==> src/rtl/alu_operand_sequencer.sv <==
// alu_operand_sequencer
// Loads ALU operand A, operand B and the op select one after another from a
// shared bus. Each value is taken on a synchronised strobe edge. The block
// then waits a fixed number of cycles and holds the captured ALU result.

module alu_operand_sequencer #(
   parameter int DATA_W      = 8,
   parameter int SEL_W       = 2,
   parameter int SYNC_STAGES = 2,
   parameter int EXEC_CYCLES = 1
) (
   input  logic              clk,
   input  logic              rst_n,
   input  logic              ena,
   input  logic [DATA_W-1:0] din,
   input  logic              strobe_in,
   input  logic              clear_in,
   output logic [DATA_W-1:0] alu_a,
   output logic [DATA_W-1:0] alu_b,
   output logic [SEL_W-1:0]  alu_s,
   input  logic [DATA_W-1:0] alu_result,
   output logic [DATA_W-1:0] result_out,
   output logic              done,
   output logic [2:0]        state_out
);

   localparam int CNT_W = (EXEC_CYCLES > 1) ? $clog2(EXEC_CYCLES) : 1;
   localparam logic [CNT_W-1:0] CNT_LAST = CNT_W'(EXEC_CYCLES - 1);

   typedef enum logic [2:0] {
      WAIT_A  = 3'd0,
      WAIT_B  = 3'd1,
      WAIT_OP = 3'd2,
      EXEC    = 3'd3,
      SHOW    = 3'd4
   } state_t;

   state_t state;
   state_t next_state;

   logic [SYNC_STAGES-1:0] sync_q;
   logic                   strobe_q;
   logic                   load_pulse;
   logic                   exec_last;
   logic [CNT_W-1:0]       exec_cnt;

   logic                   load_a;
   logic                   load_b;
   logic                   load_s;
   logic                   capture;

   // Strobe synchroniser and edge history; runs regardless of ena so that
   // an edge seen while disabled is consumed and cannot fire later.
   always_ff @(posedge clk or negedge rst_n) begin
      if (!rst_n) begin
         sync_q   <= '0;
         strobe_q <= 1'b0;
      end else begin
         sync_q   <= {sync_q[SYNC_STAGES-2:0], strobe_in};
         strobe_q <= sync_q[SYNC_STAGES-1];
      end
   end

   assign load_pulse = sync_q[SYNC_STAGES-1] & ~strobe_q;
   assign exec_last  = (exec_cnt == CNT_LAST);

   // FSM state register; frozen while the block is disabled.
   always_ff @(posedge clk or negedge rst_n) begin
      if (!rst_n) begin
         state <= WAIT_A;
      end else if (ena) begin
         state <= next_state;
      end
   end

   // Next-state selection; an abort overrides any load in the same cycle.
   always_comb begin
      next_state = state;
      if (clear_in) begin
         next_state = WAIT_A;
      end else begin
         case (state)
            WAIT_A:  if (load_pulse) next_state = WAIT_B;
            WAIT_B:  if (load_pulse) next_state = WAIT_OP;
            WAIT_OP: if (load_pulse) next_state = EXEC;
            EXEC:    if (exec_last)  next_state = SHOW;
            SHOW:    if (load_pulse) next_state = WAIT_B;
            default: next_state = WAIT_A;
         endcase
      end
   end

   // Datapath enables decoded from the current state, qualified by ena and abort.
   always_comb begin
      load_a    = 1'b0;
      load_b    = 1'b0;
      load_s    = 1'b0;
      capture   = 1'b0;
      state_out = state;
      if (ena && !clear_in) begin
         case (state)
            WAIT_A:  load_a  = load_pulse;
            WAIT_B:  load_b  = load_pulse;
            WAIT_OP: load_s  = load_pulse;
            EXEC:    capture = exec_last;
            SHOW:    load_a  = load_pulse;
            default: ;
         endcase
      end
   end

   // Operand and op-select registers; each changes only on its own load.
   always_ff @(posedge clk or negedge rst_n) begin
      if (!rst_n) begin
         alu_a <= '0;
         alu_b <= '0;
         alu_s <= '0;
      end else begin
         if (load_a) alu_a <= din;
         if (load_b) alu_b <= din;
         if (load_s) alu_s <= din[SEL_W-1:0];
      end
   end

   // Execution counter, captured result and done flag.
   always_ff @(posedge clk or negedge rst_n) begin
      if (!rst_n) begin
         exec_cnt   <= '0;
         result_out <= '0;
         done       <= 1'b0;
      end else if (ena) begin
         if (clear_in) begin
            exec_cnt   <= '0;
            result_out <= '0;
            done       <= 1'b0;
         end else begin
            if (load_s) begin
               exec_cnt <= '0;
            end else if (state == EXEC && !exec_last) begin
               exec_cnt <= exec_cnt + CNT_W'(1);
            end
            if (capture) begin
               result_out <= alu_result;
               done       <= 1'b1;
            end else if (load_a) begin
               done       <= 1'b0;
            end
         end
      end
   end

endmodule

==> config.mk <==
export PLATFORM = sky130hd
export DESIGN_NAME = alu_operand_sequencer
export DESIGN_NICKNAME = d
export VERILOG_FILES = /design/src/rtl/alu_operand_sequencer.sv
export SDC_FILE = /design/constraint.sdc
export NUM_CORES = 1
export LEC_CHECK = 0
export CORE_UTILIZATION = 39
export CTS_CLUSTER_DIAMETER = 80
export DETAILED_ROUTE_END_ITERATION = 16
export PLACE_DENSITY_LB_ADDON = 0.1
export SLEW_MARGIN = 15
export SYNTH_ARGS = -nofsm -noshare
export SYNTH_HDL_FRONTEND = slang
export SYNTH_SLANG_ARGS = --single-unit
==> constraint.sdc <==
create_clock -name clk -period 1.43 [get_ports clk]
set_input_delay 0.286 -clock clk [delete_from_list [all_inputs] [get_ports clk]]
set_output_delay 0.286 -clock clk [all_outputs]
set_load 0.05 [all_outputs]
# [After elaboration in Yosys (flattened, before gate mapping)]
# Cells that the tools add are included.
# W data, S select, Z words.
[totals] output_inout_bits=30 register_bits=34 input_bits=21 elab_cells=55
[op_classes] add_sub_neg=1 mux=22 bitwise=3 n_reduce_logical=12 eq_ne=8
[ops] operator="$mux W8" count=2
[ops] operator="$mux W3" count=5
[ops] operator="$mux W1" count=14
[ops] operator="$pmux W3 S4" count=1
[ops] operator="$ne A3 B3 Y1 const B" count=3
[ops] operator="$eq A3 B2 Y1 const B" count=2
[ops] operator="$reduce_and A2 Y1" count=3
[ops] operator="$reduce_bool A3 Y1" count=2
[ops] operator="$reduce_and A5 Y1" count=1
[ops] operator="$eq A3 B1 Y1 const B" count=1
[ops] operator="$eq A3 B3 Y1 const B" count=1
[ops] operator="$logic_not A3 Y1" count=1
[ops] operator="$ne A3 B1 Y1 const B" count=1
[ops] operator="$logic_and A1 B1 Y1" count=2
[ops] operator="$not A1 Y1" count=2
[ops] operator="$reduce_bool A2 Y1" count=1
[ops] operator="$reduce_or A2 Y1" count=1
[ops] operator="$add A1 B1 Y1 const B" count=1
[ops] operator="$and A1 B1 Y1" count=1
[ops] operator="$logic_not A1 Y1" count=1

# [Longest topological paths before layout]
[depth] depth_word=7 mapped_depth=6 mapped_depth_nobuf=4

# [Worst setup path after synthesis]
# Ideal clock, no wire load.
[synth_timing] path_type="register to register" start="register state[1] (netlist: state_out[1])" end="register result_out[0]" path_stages_with_launch=7 arrival_time_ns=1.599 synth_period_minus_slack_ns=1.720 path_buffers=2 path_slack_ns=-0.290 required_ns=1.309 setup_time_ns=0.121 cell_sequence="dfrtp_1 -> buf_6 -> nor2b_1 -> and2_1 -> and3b_1 -> buf_2 -> a22o_1"
[synth_via] elab_chain_cells=5
[synth_rtl] item="from (decl)" line_no="38" source="state_t state;"
[synth_rtl] item="from (signal assigned)" line_no="72" source="state <= next_state;"
[synth_rtl] item="$eq A3 B2 Y1" line_no="101" source="case (state)"
[synth_rtl] item="$mux W1" line_no="101"
[synth_rtl] item="$mux W1" line_no="100" source="if (ena && !clear_in) begin"
[synth_rtl] item="$reduce_bool A2 Y1 (no line)"
[synth_rtl] item="$reduce_and A2 Y1 (no line)"
[synth_rtl] item="to (signal assigned)" line_no="143" source="result_out <= alu_result;"
[synth_rtl] item="to (decl)" line_no="22" source="output logic [DATA_W-1:0] result_out,"
# Every way passes these cells.
# A chain may end at the register's enable or synchronous reset.

# [Final worst setup path]
[layout_timing] start="register strobe_q" end="register alu_b[1]"
[layout_via] elab_chain_cells=4
[layout_rtl] item="from (decl)" line_no="42" source="logic strobe_q;"
[layout_rtl] item="from (signal assigned)" line_no="60" source="strobe_q <= sync_q[SYNC_STAGES-1];"
[layout_rtl] item="$not A1 Y1" line_no="64" source="assign load_pulse = sync_q[SYNC_STAGES-1] & ~strobe_q;"
[layout_rtl] item="$and A1 B1 Y1" line_no="64"
[layout_rtl] item="$mux W1" line_no="101"
[layout_rtl] item="$mux W1" line_no="100"
[layout_rtl] item="to (signal assigned)" line_no="120" source="if (load_b) alu_b <= din;"
[layout_rtl] item="to (decl)" line_no="19" source="output logic [DATA_W-1:0] alu_b,"
# Every way passes these cells.

==> flow_summary.json <==
{
  "rows": 21,
  "finClkSkew_ns": 0.0178,
  "antenna_found_initial": 0,
  "layout.nets": 176,
  "required_ns": 1.64,
  "finalSetupViolations": 8,
  "cpPeakStageDelay_ns": 0.41,
  "synthSimpleGateAreaFrac_pct": 7.89,
  "grt_max_degree": 35,
  "via_count": 998,
  "die_x_um": 61.5,
  "peakVddDrop_v": 0.000565,
  "grt_pass1_wl_um": 4800,
  "firstDrtPassIters": 2,
  "numCtsBuffers": 5,
  "syn-instance-count": 90,
  "globalRoute.totalOverflow": 0,
  "yosys-mux-area-fraction_pct": 16.9,
  "dp_slack_ns": -0.376,
  "yosys.area_share.adder_pct": 0,
  "diodes": 0,
  "cts.path.max_buffers": 2,
  "relSlewSlack_pct": 75.4,
  "seq_area_frac_synth_pct": 61.7,
  "power.leakage_uw": 0.00110,
  "vias_per_cell": 4.94,
  "startpoint": "strobe_q",
  "syn_avg_cell_area_um2": 15.3,
  "reg2reg_from": "strobe_q",
  "layout-drive-gt1-share_pct": 48.7,
  "cap_violations": 0,
  "cts_max_level": 2,
  "crit_slowest_cell": "dfrtp_1",
  "nFillCells": 249,
  "start_util_pct": 41.0,
  "root_buffer": "clkbuf_4",
  "core-area_um2": 3360,
  "cts.sinks": 34,
  "crit_path_start_kind": "register",
  "fin_hold_ws_ns": 0.304,
  "grtUsageTotal_pct": 18.3,
  "synth-seq-cells": 34,
  "period_share_pct": 107,
  "end_kind": "register",
  "synth_top_family_by_area": "multiplexers",
  "worst-path-buf-inv": 1,
  "syn2layout_area_growth_pct": 74.8,
  "clk_latency_ns": 0.34,
  "critPathKind": "register to register",
  "r2r_cells": 5,
  "syn_nets": 111,
  "place.gp.congestion": 0.765,
  "synth-xor-area-share_pct": 0,
  "period_needed_ns": 1.52,
  "tritoncts": "yes",
  "synth_area_um2": 1380,
  "drc": 0,
  "portBuffers": 50,
  "routed_wl_um": 3130,
  "place_hpwl_um": 2230,
  "worst-slew-pin-transition_ns": 0.365,
  "critPathTopFamily": "simple AND/OR/NAND/NOR gates",
  "slew_violations": 0,
  "io_pins": 51,
  "cts_setup_buffers": 0,
  "hold_buffers": 0,
  "grt_setup_unrepaired": "yes",
  "path_cells": "nor2b_4 -> and3b_1 -> and4bb_1 -> buf_12 -> mux2_4",
  "status": "finished with violations",
  "worstReg2RegEnd": "alu_b[1]",
  "multi_input_comb_area_um2": 544,
  "violations": "setup timing",
  "synth_compound_area_share_pct": 10.8,
  "drtIter0Drc": 19,
  "fp.dieH_um": 61.5,
  "grt_pass1_vias": 988,
  "regArea_um2": 855,
  "setup_ws_ns": -0.0946,
  "drtAntennaViolNets": 0,
  "clkTransAtPathRegs_ns": 0.11,
  "max_freq_ghz": 0.656,
  "wire_per_inst_um": 15.5,
  "synth.yosys.warnings": 0,
  "timing.critical_path.fanout_max": 9,
  "final_util_pct": 71.7,
  "die_area_um2": 3780,
  "hp-class": "input pin to async pin",
  "hold_viol": 0,
  "r2r_slack_ns": -0.09,
  "yosysUniqueCellTypes": 23,
  "power_density_nw_per_um2": 1220,
  "worstPathArrival_ns": 1.74
}
sequential cells by signal (all words and copies together) (netlist names):
name	flops
result_out	8
exec_cnt	1
alu_s	2
done	1
alu_b	8
alu_a	8
strobe_q	1
sync_q	2
state_out	3
layout make-up:
class	count	area share, %
clock inverters	2	0.571
well taps	46	2.39
clock buffers	6	1.71
multi-input cells	54	22.6
repair buffers	60	37.3
flip-flops and latches	34	35.4
power by group:
group	total [µW]	internal [µW]	switching, µW
Sequential	1220	1080	135
Clock	521	193	328
Combinational	1200	631	569
stage by stage:
| step | cell area, µm² | TNS, ns | instances | power [µW] |
|---|---|---|---|---|
| 3_3_place_gp | 2300 | -7.48 | 192 | 2410 |
| 5_1_grt | 2410 | -1.34 | 202 | 3050 |
| 2_1_floorplan | 1390 | -1.80 | 90 | 1740 |
| 3_5_place_dp | 2300 | -7.95 | 192 | 2430 |
| 4_1_cts | 2380 | -0.675 | 200 | 2950 |
| 6_report | 2410 | -0.601 | 202 | 2940 |
synth_stat cells:
cell type   n  area share [%]
and3b_1     2             1.3
nand2_1     3            0.82
nand2_2     1            0.45
and4bb_1    2             1.8
o21ai_2     1            0.63
a31o_1      1            0.63
buf_6       3             2.4
nor4_1      1            0.45
mux2_4      8             8.7
nor2b_1     2            0.91
nand2b_1    1            0.45
dfrtp_1    34              62
nor2b_4     1             1.0
a22o_1      8             5.1
o41ai_1     1            0.63
and2_1      1            0.45
mux2_2     10             8.2
buf_2       1            0.36
a21boi_0    1            0.54
nor2_1      1            0.27
a21o_1      2             1.1
o21ai_0     3             1.1
o31ai_1     2             1.1
cells in the final DEF (no fill, tap or decap), drive strengths merged, types with 2 or more instances in the layout:
cell type       n
nor2b           3
and4bb          2
nand2           5
buf            40
clkinv          2
o21ai           4
mux2           18
o31ai           2
dfrtp          34
and3b           3
clkbuf          6
clkdlybuf4s50  20
a22o            8
a21o            2
worst max-delay path by stage:
stage,end,slack (ns),cells past startpoint
global placement,alu_a[7],-0.36,5
global route,alu_b[1],-0.16,5
floorplan,result_out[0],-0.14,6
finish,alu_b[1],-0.09,5
detailed placement,alu_a[0],-0.38,5
CTS,alu_b[1],-0.1,5
kinds of logic (layout without fill, tap and decap cells):
kind of cell,after synthesis,in the layout
flops,34,34
compound gates,19,19
buf+inv,4,68
simple gates,15,17
mux,18,18
layer usage:
layer / track usage [%] / routed length (µm)
met1: 21.1 / 1270
met3: 6.51 / 202
met2: 30.3 / 1600
met5: 0 / 0
met4: 8.89 / 63
timing repair:
action	in CTS	in global routing
pin swaps	0	2
setup endpoints to repair	24	27
gates cloned	0	2
gates resized for setup	4	5
(Power assumes the default switching activity.)
